## src/rtl/if_fetch_pkg.sv

```systemverilog
`default_nettype none
// ============================================================================
// Module  : if_fetch_pkg
// Brief   : Shared widths, stall encoding and hold-buffer states for IF.
// Revision: 1.0
// ============================================================================
package if_fetch_pkg;

    localparam int c_STALL_WD        = 6;
    localparam int c_BR_WD           = 33;
    localparam int c_IF_TO_ID_WD     = 33;

    localparam int c_STALL_IF        = 0;
    localparam int c_STALL_IFID      = 1;
    localparam int c_STALL_ID        = 2;

    localparam logic c_STOP          = 1'b1;
    localparam logic c_NO_STOP       = 1'b0;

    localparam logic [31:0] c_RESET_PC_DEFAULT = 32'hBFBF_FFFC;

    typedef enum logic [0:0] {
        HB_PASS = 1'b0,
        HB_HOLD = 1'b1
    } hold_state_t;

endpackage : if_fetch_pkg
`default_nettype wire

```

## src/rtl/if_fetch_inst_hold_buf.sv

```systemverilog
`default_nettype none
// ============================================================================
// Module  : inst_hold_buf
// Brief   : Keeps the SRAM read word stable for ID across ID stalls.
// Revision: 1.0
// ============================================================================
module inst_hold_buf
    import if_fetch_pkg::*;
(
    input  logic        clk,
    input  logic        rst,
    input  logic        stall_id,
    input  logic [31:0] rdata_in,
    output logic [31:0] inst_out
);

    hold_state_t r_state;
    hold_state_t w_state_next;
    logic [31:0] r_hold;
    logic        w_capture;

    always_comb begin
        w_state_next = r_state;
        w_capture    = 1'b0;
        inst_out     = rdata_in;
        case (r_state)
            HB_PASS: begin
                inst_out = rdata_in;
                if (stall_id == c_STOP) begin
                    w_capture    = 1'b1;
                    w_state_next = HB_HOLD;
                end
            end
            HB_HOLD: begin
                // The release cycle still shows the held word; ID consumes it then.
                inst_out = r_hold;
                if (stall_id == c_NO_STOP) begin
                    w_state_next = HB_PASS;
                end
            end
            default: begin
                w_state_next = HB_PASS;
            end
        endcase
    end

    always_ff @(posedge clk) begin
        if (rst) begin
            r_state <= HB_PASS;
            r_hold  <= 32'd0;
        end else begin
            r_state <= w_state_next;
            if (w_capture) begin
                r_hold <= rdata_in;
            end
        end
    end

endmodule : inst_hold_buf
`default_nettype wire

```

## src/rtl/if_fetch.sv

```systemverilog
`default_nettype none
// ============================================================================
// Module  : if_fetch
// Brief   : IF stage: PC register, next-PC select, inst SRAM port, hold buffer.
// Revision: 1.0
// ============================================================================
module if_fetch
    import if_fetch_pkg::*;
#(
    parameter logic [31:0] RESET_PC = c_RESET_PC_DEFAULT
)(
    input  logic                     clk,
    input  logic                     rst,
    input  logic [c_STALL_WD-1:0]    stall,
    input  logic [c_BR_WD-1:0]       br_bus,
    output logic [c_IF_TO_ID_WD-1:0] if_to_id_bus,
    output logic                     inst_sram_en,
    output logic [3:0]               inst_sram_wen,
    output logic [31:0]              inst_sram_addr,
    output logic [31:0]              inst_sram_wdata,
    input  logic [31:0]              inst_sram_rdata,
    output logic [31:0]              id_inst
);

    logic [31:0] r_pc;
    logic        r_ce;
    logic        w_br_e;
    logic [31:0] w_br_addr;
    logic [31:0] w_next_pc;
    logic        w_unused_stall;

    assign w_br_e    = br_bus[32];
    assign w_br_addr = br_bus[31:0];
    // Delay slot is never flushed; a taken branch only redirects the PC.
    assign w_next_pc = w_br_e ? w_br_addr : (r_pc + 32'd4);

    assign w_unused_stall = ^{stall[c_STALL_WD-1:c_STALL_ID+1], stall[c_STALL_IFID]};

    always_ff @(posedge clk) begin
        if (rst) begin
            r_pc <= RESET_PC;
            r_ce <= 1'b0;
        end else if (stall[c_STALL_IF] == c_NO_STOP) begin
            r_pc <= w_next_pc;
            r_ce <= 1'b1;
        end
    end

    assign inst_sram_en    = r_ce;
    assign inst_sram_addr  = r_pc;
    assign inst_sram_wen   = 4'b0000;
    assign inst_sram_wdata = 32'd0;
    assign if_to_id_bus    = {r_ce, r_pc};

    inst_hold_buf u_hold_buf (
        .clk      (clk),
        .rst      (rst),
        .stall_id (stall[c_STALL_ID]),
        .rdata_in (inst_sram_rdata),
        .inst_out (id_inst)
    );

endmodule : if_fetch
`default_nettype wire

```

## config.mk

```make
export PLATFORM = sky130hd
export DESIGN_NAME = if_fetch
export DESIGN_NICKNAME = d
export VERILOG_FILES = /design/src/rtl/if_fetch_pkg.sv /design/src/rtl/if_fetch_inst_hold_buf.sv /design/src/rtl/if_fetch.sv
export SDC_FILE = /design/constraint.sdc
export NUM_CORES = 1
export LEC_CHECK = 0
export CAP_MARGIN = 25
export CORE_UTILIZATION = 37
export DETAILED_ROUTE_END_ITERATION = 12
export GPL_TIMING_DRIVEN = 0
export PLACE_DENSITY_LB_ADDON = 0.05
export SLEW_MARGIN = 20
export SYNTH_ARGS = -nofsm -noshare
export SYNTH_HDL_FRONTEND = slang
export SYNTH_SLANG_ARGS = --single-unit
```

## constraint.sdc

```tcl
create_clock -name clk -period 3.34 [get_ports clk]
set_clock_uncertainty 0.15 [all_clocks]
set_input_delay 0.334 -clock clk [delete_from_list [all_inputs] [get_ports clk]]
set_output_delay 0.334 -clock clk [all_outputs]
set_load 0.1 [all_outputs]
```

; ---- Word level (Yosys, flattened, before mapping)
; Index checks and enable logic that the tools add are counted.
[word_totals]
wordCells = 10
in_bits = 73
regBits = 66
output_inout_bits = 134
[classes]
addsub = 1
bitwise_logic = 1
mux = 4
[op_table]
columns = op, count
row1 = 32-bit case mux with 2 select lines, 1
row2 = 32-bit by 3-bit adder with 32-bit output (second input constant), 1
row3 = 32-bit 2-to-1 mux, 1
row4 = 1-bit 2-to-1 mux, 2
row5 = 1-bit NOT, 1

; ---- Logic depth before layout (Yosys ltp)
[logic_depth]
ltp_word = 2
depth_mapped = 7
ltp_nobuf = 5

; ---- By module
; Synthesis repeated with hierarchy kept, for this count alone.
[unflattened]
hier_cells = 517
area_unflattened_um2 = 4603.2
[modules_own_cells]
columns = module, instances, seq_area_each_um2, area_per_inst_um2, cells_each
row1 = if_fetch, 1, 660.6, 2578.7, 334
row2 = inst_hold_buf, 1, 660.6, 2024.4, 183

; ---- Least setup slack after synthesis
; No wires, ideal clock.
[synth_path]
kind = register -> register
start = reg r_pc[2], in the netlist inst_sram_addr[2]
end = reg r_pc[24], in the netlist inst_sram_addr[24]
period_less_slack_ns = 2.898
stages_incl_launch_ff = 6
n_path_buf = 0
arrival_time_ns = 2.652
slack_ns = 0.442
setup_ns = 0.095
t_required_ns = 3.095
cell_sequence = dfxtp_1 > ha_1 > nand4_2 > or4_4 > o31a_1 > a221oi_1
[synth_between]
elab_chain_len = 2
[synth_lines]
columns = item, line
row1 = start: declaration, if_fetch.sv:25  ; logic [31:0] r_pc;
row2 = start signal: assignment, if_fetch.sv:44  ; r_pc <= w_next_pc;
row3 = 32-bit by 3-bit adder with 32-bit output, if_fetch.sv:35  ; assign w_next_pc = w_br_e ? w_br_addr : (r_pc + 32'd4);
row4 = 32-bit 2-to-1 mux, if_fetch.sv:35
; No other way between the ends.
; A chain may end at the register's enable or synchronous reset.

; ---- Worst setup path in the final report
[layout_path]
start = reg u_hold_buf.r_state
end = out id_inst[11]
[layout_between]
elab_chain_len = 2
[layout_lines]
columns = item, line
row1 = start: declaration, if_fetch_inst_hold_buf.sv:17  ; hold_state_t r_state;
row2 = start signal: assignment, if_fetch_inst_hold_buf.sv:52  ; r_state <= w_state_next;
row3 = 1-bit NOT, if_fetch_inst_hold_buf.sv:26  ; case (r_state)
row4 = 32-bit case mux with 2 select lines *, if_fetch_inst_hold_buf.sv:26
row5 = end: declaration, if_fetch.sv:22  ; output logic [31:0] id_inst
; Mark *: on every way between the ends. The rest lies on a longest branch, timed or not.

==> summary by stage <==
Run status
The run finished with clean final reports.

Route
Wires add up to 13,290 um. The residual DRC count is 0. The first TritonRoute pass finished after 4 iterations. The count of nets left with antenna violations once routing finished came out at 0. The average detailed-routed wire length per instance is around 15 um.

The routed layout has approximately 4,500 vias. After detailed routing, the number of vias per cell comes to between 5 and 6. For this block, the initial DRC count from the detailed router was 222.

Final layout
Summing all multi-input logic gate instances after layout gives 2295 sq um. In the final layout, the share of cells above drive strength 1 is 0.1765. The number of antenna diodes in the final layout is 0.

The fill cell total of the finished layout is 994. The footprint of the flip-flops and latches is 1321 sq um. The signed area change from the synthesized netlist to the final layout is 56.21%. At the end of the flow, the number of nets in the layout was just over 800.

The finished cells cover 6526 sq um.

Critical path
The worst endpoint data arrival time is 2430 ps. Walking the worst path, the cells encountered are clkbuf_1, clkbuf_1, mux2_2, dlymetal6s2s_1. The maximum net fanout on the critical path is 10. The capturing element type of the critical path is an output port. STA classifies the critical path startpoint as a flop. The longest individual stage delay on the worst path is 740 ps. The cell repeated most along the worst path is sky130_fd_sc_hd__clkbuf_1. The critical path is of the reg -> out type. For this design, the slowest cell found on the critical path is sky130_fd_sc_hd__dlymetal6s2s_1. Broken down by cell family, the worst path's largest delay share belongs to buffers and inverters. The count of buffering cells on the critical path with inverters included is 3. Data on the critical path is required at its endpoint by 2860 ps.

Floorplan
The area of the core region is 10,940 sq um. The floorplan step set the die height to 108.3 um. The initialized floorplan defines 38 standard-cell rows. a little over 200 I/O pins were placed. The effective utilization at floorplan is 0.3820. The area of the die is ~12,000 sq um. The floorplan die width is 108.3 um.

Min path
The path class of the tightest hold or removal check is reg -> reg.

Power and ir drop
The maximum VDD drop is between 0.2 and 0.3 mV. In this run the static leakage power is 2.953 nW. The power density over the cells is about 540 nW/um^2.

Synthesis
In this run, synthesis inferred 0 flip-flops with an integrated enable. Of the post-synthesis cell area, the dominant cell type holds 0.3163. A synthesized cell averages 7.912 sq um.

Yosys mapped the design onto 61 distinct sky130hd cell types. Synthesis handed over a netlist of 528 instances. Sorting the synthesized cells by how often they occur yields sky130_fd_sc_hd__nand2_1, sky130_fd_sc_hd__buf_4, sky130_fd_sc_hd__dfxtp_1. In the synthesized netlist the async set-or-reset flop fraction comes to 0. By area the synthesized netlist is led by sky130_fd_sc_hd__dfxtp_1, sky130_fd_sc_hd__buf_4, sky130_fd_sc_hd__mux2_2. The dominant synthesized flop cell is sky130_fd_sc_hd__dfxtp_1.

Of the synthesized area, sequential elements account for 0.3163. Summing every instance area after synthesis gives 4178 sq um. The biggest area consumer among synthesized cells is sky130_fd_sc_hd__dfxtp_1. The flip-flop and latch count after synthesis is 66. Yosys instantiated no cell more often than sky130_fd_sc_hd__nand2_1. Yosys printed 0 warnings.

Global route
The met3 demand-to-capacity share in global routing is 0.03737. The most crowded layer after global routing is met2. For this run, the total global-route usage over all layers was measured as 0.2255. The first global-routing pass estimated 20,650 um of wire.

For met2 alone, demand over resource in global routing was 0.3649. The via count of the first global-routing pass is 4,093. The pin count of the biggest net entering global routing is 12. For this run the aggregate overflow at the end of global routing stands at 0. For this run, global-route usage on met1 was measured as 0.2990. The initial antenna violation count came to 0.

Clock network
The number of buffers on the longest clock path is 2. Clock tree synthesis inserted a total of 9 buffers. The later-pin clock latency in the skew report is between 300 and 400 ps.

For this design, the sink count on the clock tree is 66. The clock transition at the registers of the reported paths is roughly 60 ps. The H-tree generated during clock tree synthesis spans 3 levels.

The hold buffer count at CTS is 0. TritonCTS built the clock tree. Clock tree synthesis selected as its root buffer the cell sky130_fd_sc_hd__clkbuf_16.

Timing
The total count of max-transition violations in the final report is 0. The slew at the pin closest to its max-slew limit is 1006 ps. The setup violation total in the final timing report is 0.

The count of endpoints failing hold in the final timing report came to 0. For the final routed database, the setup TNS stands at 0 ps. The max-slew headroom at the worst pin is 0.3271.

The minimum clock period is between 2000 and 3000 ps. Setup repair after global routing left no endpoint under its margin. In the finished design, the share of the clock period the worst path needs comes to 0.8724. The highest clock frequency the design can meet is ~340 MHz.

Placement
The wire-length estimate of the detail-placed layout is 9734 um. The global placer's final weighted congestion is 0.8661. The count of buffers inserted at the top-level ports is 163. Summing all placed instances gives a cell area of a little over 6000 sq um.

Flow run
Max-cap violations in this run came to 0.
-- power by group --
part | internal [mW] | switching, mW
combinational | 0.413 | 1.12
sequential | 0.839 | 0.0595
clock | 0.728 | 0.359
-- cells by family after synthesis --
group	share of synthesized area
mux	0.1009
simple gates	0.2276
other cells	0.0008976
flops	0.3163
buf+inv	0.1659
fa+ha+maj	0.002994
compound gates	0.1854
-- cells in the final DEF, fill, tap and decap left out, types with 3 or more instances in the layout --
cell	count
sky130_fd_sc_hd__clkbuf_16	9
sky130_fd_sc_hd__clkdlybuf4s50_1	133
sky130_fd_sc_hd__nand3_1	16
sky130_fd_sc_hd__bufinv_16	3
sky130_fd_sc_hd__nand2b_1	5
sky130_fd_sc_hd__nand2_1	86
sky130_fd_sc_hd__nor3_1	10
sky130_fd_sc_hd__dfxtp_1	66
sky130_fd_sc_hd__buf_1	6
sky130_fd_sc_hd__nor2b_1	6
sky130_fd_sc_hd__mux2_2	33
sky130_fd_sc_hd__o21a_1	3
sky130_fd_sc_hd__clkbuf_1	31
sky130_fd_sc_hd__nand4_1	13
sky130_fd_sc_hd__a31oi_1	5
sky130_fd_sc_hd__o21ai_0	12
sky130_fd_sc_hd__nor4_1	3
sky130_fd_sc_hd__dlymetal6s2s_1	30
sky130_fd_sc_hd__buf_2	3
sky130_fd_sc_hd__buf_4	69
sky130_fd_sc_hd__o22ai_1	11
sky130_fd_sc_hd__and3_1	3
sky130_fd_sc_hd__a211oi_1	3
sky130_fd_sc_hd__o211ai_1	4
sky130_fd_sc_hd__a311oi_1	4
sky130_fd_sc_hd__nor4b_1	5
sky130_fd_sc_hd__inv_1	5
sky130_fd_sc_hd__a21o_1	4
sky130_fd_sc_hd__a21oi_1	48
sky130_fd_sc_hd__mux2i_1	5
sky130_fd_sc_hd__and4_1	4
sky130_fd_sc_hd__nor2_1	20
sky130_fd_sc_hd__conb_1	36
sky130_fd_sc_hd__a2111oi_0	3
-- stage by stage --
stage / total power [mW] / util / instances / setup slack [ps] / hold WS, ps
floorplan: 2.103 / - / 563 / 442.2 / 282.9
global placement: 2.431 / 0.5593 / 866 / 386.6 / 288.8
detailed placement: 2.444 / 0.5593 / 866 / 360.5 / 295.3
CTS: 3.529 / 0.5899 / 882 / 2.546 / 304.0
global route: 3.642 / 0.5968 / 882 / 304.1 / 321.3
finish: 3.518 / 0.5968 / 882 / 426.1 / 302.6
-- repair_timing --
item,4_1_cts,5_1_grt
endpoints found under the setup margin,0,30
gates resized for setup,0,30
buffers inserted,0,0
-- state kept, by name (all words and copies together), names as in the netlist --
signal	count
u_hold_buf.r_hold	32
inst_sram_en	1
u_hold_buf.r_state	1
inst_sram_addr	32
-- worst min-delay path, cell delays in order, from the launching register on --
cell and delay (ps):
sky130_fd_sc_hd__dfxtp_1 300, sky130_fd_sc_hd__nand2_1 50, sky130_fd_sc_hd__a21oi_1 50
-- cell type report --
class                   instances  share of cell area
multi-input cells             383              0.3516
repair buffers                163              0.2615
flip-flops and latches         66              0.2025
plain buffers                 109              0.1033
clock buffers                  11             0.03566
well taps                     140             0.02684
clock inverters                 5             0.01572
inverters                       5            0.002876
-- worst paths after layout --
check	from	to	slack, ps	depth (start not counted)
setup / recovery	u_hold_buf.r_state	id_inst[11]	430	4
hold / removal	u_hold_buf.r_hold[10]	u_hold_buf.r_hold[10]	300	2
setup reg to reg	inst_sram_addr[2]	inst_sram_addr[28]	890	5
hold reg to reg	u_hold_buf.r_hold[10]	u_hold_buf.r_hold[10]	300	2
-- per-layer routing --
layer / up-vias / share of wire
met5: - / 0
met1: 2111 / 0.44
met2: 202 / 0.47
li1: 2207 / -
met4: 0 / 0.015
met3: 20 / 0.070
Power figures use the tool's default switching activity.
